[config.mk]
export PLATFORM = sky130hd
export DESIGN_NAME = cp_remove
export DESIGN_NICKNAME = d
export VERILOG_FILES = /design/src/rtl/cp_remove.sv
export SDC_FILE = /design/constraint.sdc
export NUM_CORES = 1
export LEC_CHECK = 0
export CAP_MARGIN = 0
export CORE_MARGIN = 5
export CORE_UTILIZATION = 25
export CTS_CLUSTER_SIZE = 25
export DETAILED_ROUTE_END_ITERATION = 16
export REMOVE_ABC_BUFFERS = 1
export SYNTH_ARGS = -nofsm -noshare
export SYNTH_HDL_FRONTEND = slang
export SYNTH_SLANG_ARGS = --single-unit
export TNS_END_PERCENT = 20
[constraint.sdc]
create_clock -name CLK_I -period 1.8 [get_ports CLK_I]
set_input_delay 0.18 -clock CLK_I [delete_from_list [all_inputs] [get_ports CLK_I]]
set_output_delay 0.18 -clock CLK_I [all_outputs]
set_load 0.005 [all_outputs]
[src/rtl/cp_remove.sv]
// cp_remove
//   Strips the cyclic prefix from a time-synchronised OFDM sample stream.
//   Each symbol slot is CP_LEN prefix samples, which are accepted and
//   dropped, followed by SYM_LEN useful samples, which are forwarded to
//   the FFT stage through a single output register (one-cycle latency).
//   Upstream and downstream use a CYC/STB/ACK handshake.
//
// Optional build macro:
//   CP_REMOVE_SYMCNT_EN  adds the SYM_CNT output, an 8-bit count of
//                        symbols completed in the current frame. The count
//                        is cleared at frame start and saturates at 255.
//
// Ports:
//   CLK_I    in   clock, rising edge
//   RSTN_I   in   synchronous active-low reset
//   DAT_I    in   input sample, [31:16] imag, [15:0] real (2.14)
//   CYC_I    in   upstream frame active
//   STB_I    in   upstream sample valid
//   ACK_O    out  input sample accepted this cycle
//   DAT_O    out  CP-stripped sample
//   CYC_O    out  downstream frame active
//   STB_O    out  DAT_O valid
//   WE_O     out  write strobe (mirrors STB_O)
//   ACK_I    in   downstream accepted DAT_O
//   SYM_CNT  out  symbols completed (CP_REMOVE_SYMCNT_EN only)
//
// state   | meaning
// --------+--------------------------------------------------------
// IDLE    | no frame; waiting for a rising edge on CYC_I
// CP      | discarding cyclic-prefix samples of the current symbol
// DATA    | forwarding useful samples of the current symbol

module cp_remove #(
  parameter int WIDTH   = 32,
  parameter int CP_LEN  = 16,
  parameter int SYM_LEN = 64
) (
  input  logic             CLK_I,
  input  logic             RSTN_I,
  input  logic [WIDTH-1:0] DAT_I,
  input  logic             CYC_I,
  input  logic             STB_I,
  output logic             ACK_O,
  output logic [WIDTH-1:0] DAT_O,
  output logic             CYC_O,
  output logic             STB_O,
  output logic             WE_O,
  input  logic             ACK_I
`ifdef CP_REMOVE_SYMCNT_EN
  ,
  output logic [7:0]       SYM_CNT
`endif
);

  localparam int MAX_LEN = (CP_LEN > SYM_LEN) ? CP_LEN : SYM_LEN;
  localparam int CNT_W   = (MAX_LEN > 1) ? $clog2(MAX_LEN) : 1;

  localparam logic [CNT_W-1:0] CP_LAST   = CNT_W'(CP_LEN - 1);
  localparam logic [CNT_W-1:0] DATA_LAST = CNT_W'(SYM_LEN - 1);

  localparam logic [1:0] ST_IDLE = 2'd0;
  localparam logic [1:0] ST_CP   = 2'd1;
  localparam logic [1:0] ST_DATA = 2'd2;

  logic [1:0]       state;
  logic [CNT_W-1:0] smp_cnt;
  logic             cyc_q;
  logic             stb_q;
  logic             cyc_o_q;
  logic [WIDTH-1:0] dat_q;

  logic             cyc_rise;
  logic             ack_w;
  logic             xfer_in;
  logic             xfer_out;
  logic             load;
  logic             stb_nxt;

  always_comb begin
    cyc_rise = CYC_I & ~cyc_q;
    ack_w    = 1'b0;
    // Gated by reset so upstream never sees an acceptance that reset discards.
    // In DATA a sample is only taken if the output register is free or
    // being emptied this same cycle.
    if (RSTN_I && CYC_I && STB_I && (state != ST_IDLE))
      ack_w = (state == ST_CP) | ~stb_q | ACK_I;
    xfer_in  = CYC_I & STB_I & ack_w;
    xfer_out = stb_q & ACK_I;
    load     = xfer_in & (state == ST_DATA);
    stb_nxt  = load | (stb_q & ~ACK_I);
  end

  always_ff @(posedge CLK_I) begin
    if (!RSTN_I) begin
      state   <= ST_IDLE;
      smp_cnt <= '0;
      cyc_q   <= 1'b0;
      stb_q   <= 1'b0;
      cyc_o_q <= 1'b0;
      dat_q   <= '0;
    end else begin
      cyc_q <= CYC_I;
      stb_q <= stb_nxt;
      if (load)
        dat_q <= DAT_I;

      // Downstream frame stays open until the last pending sample is gone.
      if (load)
        cyc_o_q <= 1'b1;
      else if (!CYC_I && !stb_nxt)
        cyc_o_q <= 1'b0;

      case (state)
        ST_IDLE: begin
          if (cyc_rise) begin
            state   <= ST_CP;
            smp_cnt <= '0;
          end
        end
        ST_CP: begin
          if (!CYC_I) begin
            state   <= ST_IDLE;
            smp_cnt <= '0;
          end else if (xfer_in) begin
            if (smp_cnt == CP_LAST) begin
              state   <= ST_DATA;
              smp_cnt <= '0;
            end else begin
              smp_cnt <= smp_cnt + CNT_W'(1);
            end
          end
        end
        ST_DATA: begin
          if (!CYC_I) begin
            state   <= ST_IDLE;
            smp_cnt <= '0;
          end else if (xfer_in) begin
            if (smp_cnt == DATA_LAST) begin
              state   <= ST_CP;
              smp_cnt <= '0;
            end else begin
              smp_cnt <= smp_cnt + CNT_W'(1);
            end
          end
        end
        default: begin
          state   <= ST_IDLE;
          smp_cnt <= '0;
        end
      endcase
    end
  end

`ifdef CP_REMOVE_SYMCNT_EN
  logic [7:0] sym_cnt_q;
  logic       sym_done;

  assign sym_done = load & (smp_cnt == DATA_LAST);

  // Held after the frame ends so the final count stays readable; cleared
  // only when the next frame begins.
  always_ff @(posedge CLK_I) begin
    if (!RSTN_I)
      sym_cnt_q <= '0;
    else if ((state == ST_IDLE) && cyc_rise)
      sym_cnt_q <= '0;
    else if (sym_done && (sym_cnt_q != 8'hff))
      sym_cnt_q <= sym_cnt_q + 8'd1;
  end

  assign SYM_CNT = sym_cnt_q;
`endif

  assign ACK_O = ack_w;
  assign DAT_O = dat_q;
  assign STB_O = stb_q;
  assign WE_O  = stb_q;
  assign CYC_O = cyc_o_q;

endmodule

==> key figures <==
Run status
  – Status: complete, no violations

Critical path
  – CP cell instances: inv_1 > ha_2 > inv_1 > o2111a_4 > o21ai_4 > or4_1 > a21boi_1
  – Critical path arrival: 1.96 ns
  – R2R setup slack: 0.06 ns
  – Buffer and inverter count on the worst path: 2
  – Peak per-stage delay on the critical path: 0.51 ns
  – Critical path class: reg -> reg
  – Reg-to-reg endpoint: state[0]
  – CP most frequent cell: inv_1
  – Startpoint Class: flop
  – CP top delay family: simple AND/OR/NAND/NOR gates
  – Critical Path RT: 2.02 ns
  – Worst Reg-to-Reg Cells: 7
  – Launch point of the worst reg-to-reg path: state[1]
  – CP max FO: 5
  – Crit end category: flop
  – Slowest cell on crit path: or4_1

Floorplan
  – Initial core utilization: 0.2549
  – Rows: 31
  – Full die area: 9173 µm²
  – Core area: 7214 µm²
  – Number of I/O pins: 73
  – Die height: 95.78 µm
  – Die Width: 95.78 µm

Clock tree
  – Clk slew on worst S/H paths: 0.08 ns
  – CTS Sinks: 43
  – CTS tree: done
  – CTS Buf Count: 5
  – Clock Latency Late Sink: 0.29 ns
  – Max Buffers Root-to-Sink: 2
  – Hold buffers post-CTS: 0
  – Root Buffer: clkbuf_8
  – H-Tree Depth: 2

Synthesis
  – Syn_area_per_cell: 8.437 µm²
  – Ys async rst share: 0
  – Cell count after synthesis: 218
  – Count of cell types in the netlist: 31
  – Ranking of synthesized cells by area: dfxtp_1, a21boi_1, nand2_1
  – Yosys warns: 0
  – Synth cell count leaders: nand2_1, dfxtp_1, a21boi_1
  – Post-Synthesis Cell Area: 1839 µm²
  – Ys flop type: dfxtp_1
  – Number of synthesized flops with an enable pin: 0
  – Register bit count reported by yosys: 43
  – Cell taking the most area after synthesis: dfxtp_1
  – Count leader, synth: nand2_1
  – Post-synth top area share: 0.4680
  – Sequential share of the synthesized area: 0.4680

Pwr
  – Sequential share of power: 0.431
  – Pwr/cell area: 780.8 nW/µm²
  – Lkg Pwr: 0.001039 µW
  – Gate power share: 0.184
  – Psw: 542.7 µW
  – Worst ir drop on vdd: 406.0 µV
  – Sw Ratio: 0.2361
  – Cell-internal power: 1756 µW
  – Clock power frac: 0.385
  – Total power: 2299 µW

Drt
  – Routed wire length: 4.906 mm
  – Via count: approximately 1,700
  – Via-per-instance ratio: ~4.2
  – DR WL/cell: 12.33 µm
  – Antenna Nets Post-Route: 0
  – Initial DRT Pass Iterations: 4
  – Initial drt markers: 69
  – DRC errors left: 0

Global routing
  – Total gr overflow: 0
  – Largest net degree at the start of global routing: 46
  – GR Util All Layers: 0.1056
  – First-pass GRT wire length: around 7.6 mm
  – Antenna violations before repair: 0
  – Vias in the first global route: around 1,600

Layout
  – Final nets: 340
  – Area grow syn2layout: 60.07%
  – Final antenna diode count: 0
  – Layout cell share with drive strength beyond 1: 0.1171

STA
  – Final setup viols: 0
  – Tcrit/Tclk final: 0.9683
  – Max Freq: 573.7 MHz
  – Worst Max-Slew Pin Slew: just over 0.4 ns
  – Slew margin rel.: 0.7240
  – Final Slew Violations: 0
  – RSZ-0062 raised after global routing: no
  – Setup TNS: 0 ns
  – Period minus WS final: 1.743 ns
  – Clock Skews: 0.005328 ns
  – Final hold viol count: 0

Worst hold path
  – Worst Hold Path Cells: 3
  – HP Class: in -> reg
  – Hold Path End: DAT_O[14]
  – Hold Crit Start: DAT_I[14]

Placement
  – GPL Wtd Cong: a little under 0.8
  – PortBufs: 72
  – Detailed Place HPWL: 3.361 mm

Job
  – Max Cap Viol: 0
-- routing by layer --
layer  global-route usage  part of all wire  vias to the layer above  routed length (µm)
met2               0.1668              0.44                       46                2149
met4              0.04265             0.011                        0                  53
met3              0.02658             0.065                        5                 320
li1                     -                 -                      886                   -
met5                    0                 0                        -                   0
met1               0.1373              0.49                      747                2383
-- power by group through the flow --
stage / sequential (µW) / combinational [µW] / clock [µW]
finish: 992 / 423 / 884
floorplan: 1000 / 179 / 0
global placement: 1000 / 383 / 0
global route: 994 / 458 / 953
detailed placement: 1000 / 377 / 0
CTS: 983 / 389 / 926
-- state kept, by name, indices dropped and copies added (netlist names) --
signal   flops
state        2
CYC_O        1
cyc_q        1
smp_cnt      6
STB_O        1
DAT_O       32
-- cell usage in the layout (no fill, tap or decap), types with 2 or more instances in the layout --
cell type | Yosys | final
a21boi_0 | 2 | 2
a21boi_1 | 36 | 36
a21oi_1 | 4 | 3
and3_1 | 2 | 2
buf_12 | 0 | 3
buf_4 | 2 | 11
bufinv_16 | 0 | 2
clkbuf_8 | 0 | 5
clkdlybuf4s50_1 | 0 | 71
dfxtp_1 | 43 | 41
dfxtp_4 | 0 | 2
ha_1 | 5 | 2
ha_4 | 0 | 2
inv_1 | 5 | 4
nand2_1 | 70 | 70
nand3_1 | 5 | 5
nand3b_1 | 2 | 2
nand4b_1 | 2 | 2
nor2_1 | 4 | 4
o211ai_1 | 2 | 2
o21a_1 | 3 | 3
o21ai_0 | 3 | 2
o21ai_1 | 5 | 4
o21ai_2 | 0 | 2
-- repair_timing --
item,in CTS,in global routing
pin swaps,1,4
setup buffers,0,2
endpoints found under the setup margin,4,4
gates resized for setup,6,9
-- worst max-delay path by stage --
stage	slack, ns	from	end	cells after the start
after floorplan	-0.04	state[0]	DAT_O[0]	7
after global placement	-0.10	CYC_I	state[0]	6
after detailed placement	-0.16	CYC_I	state[0]	6
after CTS	0.007	state[1]	state[0]	6
after global routing	0.007	state[1]	state[0]	7
final	0.06	state[1]	state[0]	7
-- per-stage QoR --
stage | cells | instance area [µm²] | setup WS (ns) | utilization | hold WS, ns
after CTS | 396 | 2900 | 0.007036 | 0.4020 | 0.4116
after detailed placement | 388 | 2751 | -0.1626 | 0.3814 | 0.4439
after global placement | 388 | 2751 | -0.1049 | 0.3814 | 0.4398
final | 398 | 2944 | 0.05708 | 0.4081 | 0.4283
after floorplan | 205 | 1779 | -0.03699 | - | 0.2976
after global routing | 398 | 2944 | 0.006510 | 0.4081 | 0.4272
-- cell families (layout without fill, tap and decap cells) --
group / after synthesis / after routing / synth area share
buffers and inverters: 18 / 99 / 0.04285
AOI/OAI and AO/OA: 59 / 59 / 0.2354
DFF: 43 / 43 / 0.4680
adders and majority gates: 5 / 5 / 0.03401
and+or+nand+nor: 93 / 93 / 0.2197
-- tightest hold or removal path, stage by stage --
cell,delay (ns)
clkdlybuf4s50_1,0.39
nand2_1,0.05
a21boi_1,0.05
-- layout make-up --
cell class	instances	area [µm²]
clock buffer	6	72.57
clock inverter	2	60.06
fill	746	4270
inverter	5	18.77
multi-input combinational	157	938.4
sequential	43	868.3
tap	99	123.9
timing repair buffer	86	862.1
No activity file was read; power rests on OpenSTA's default activity.
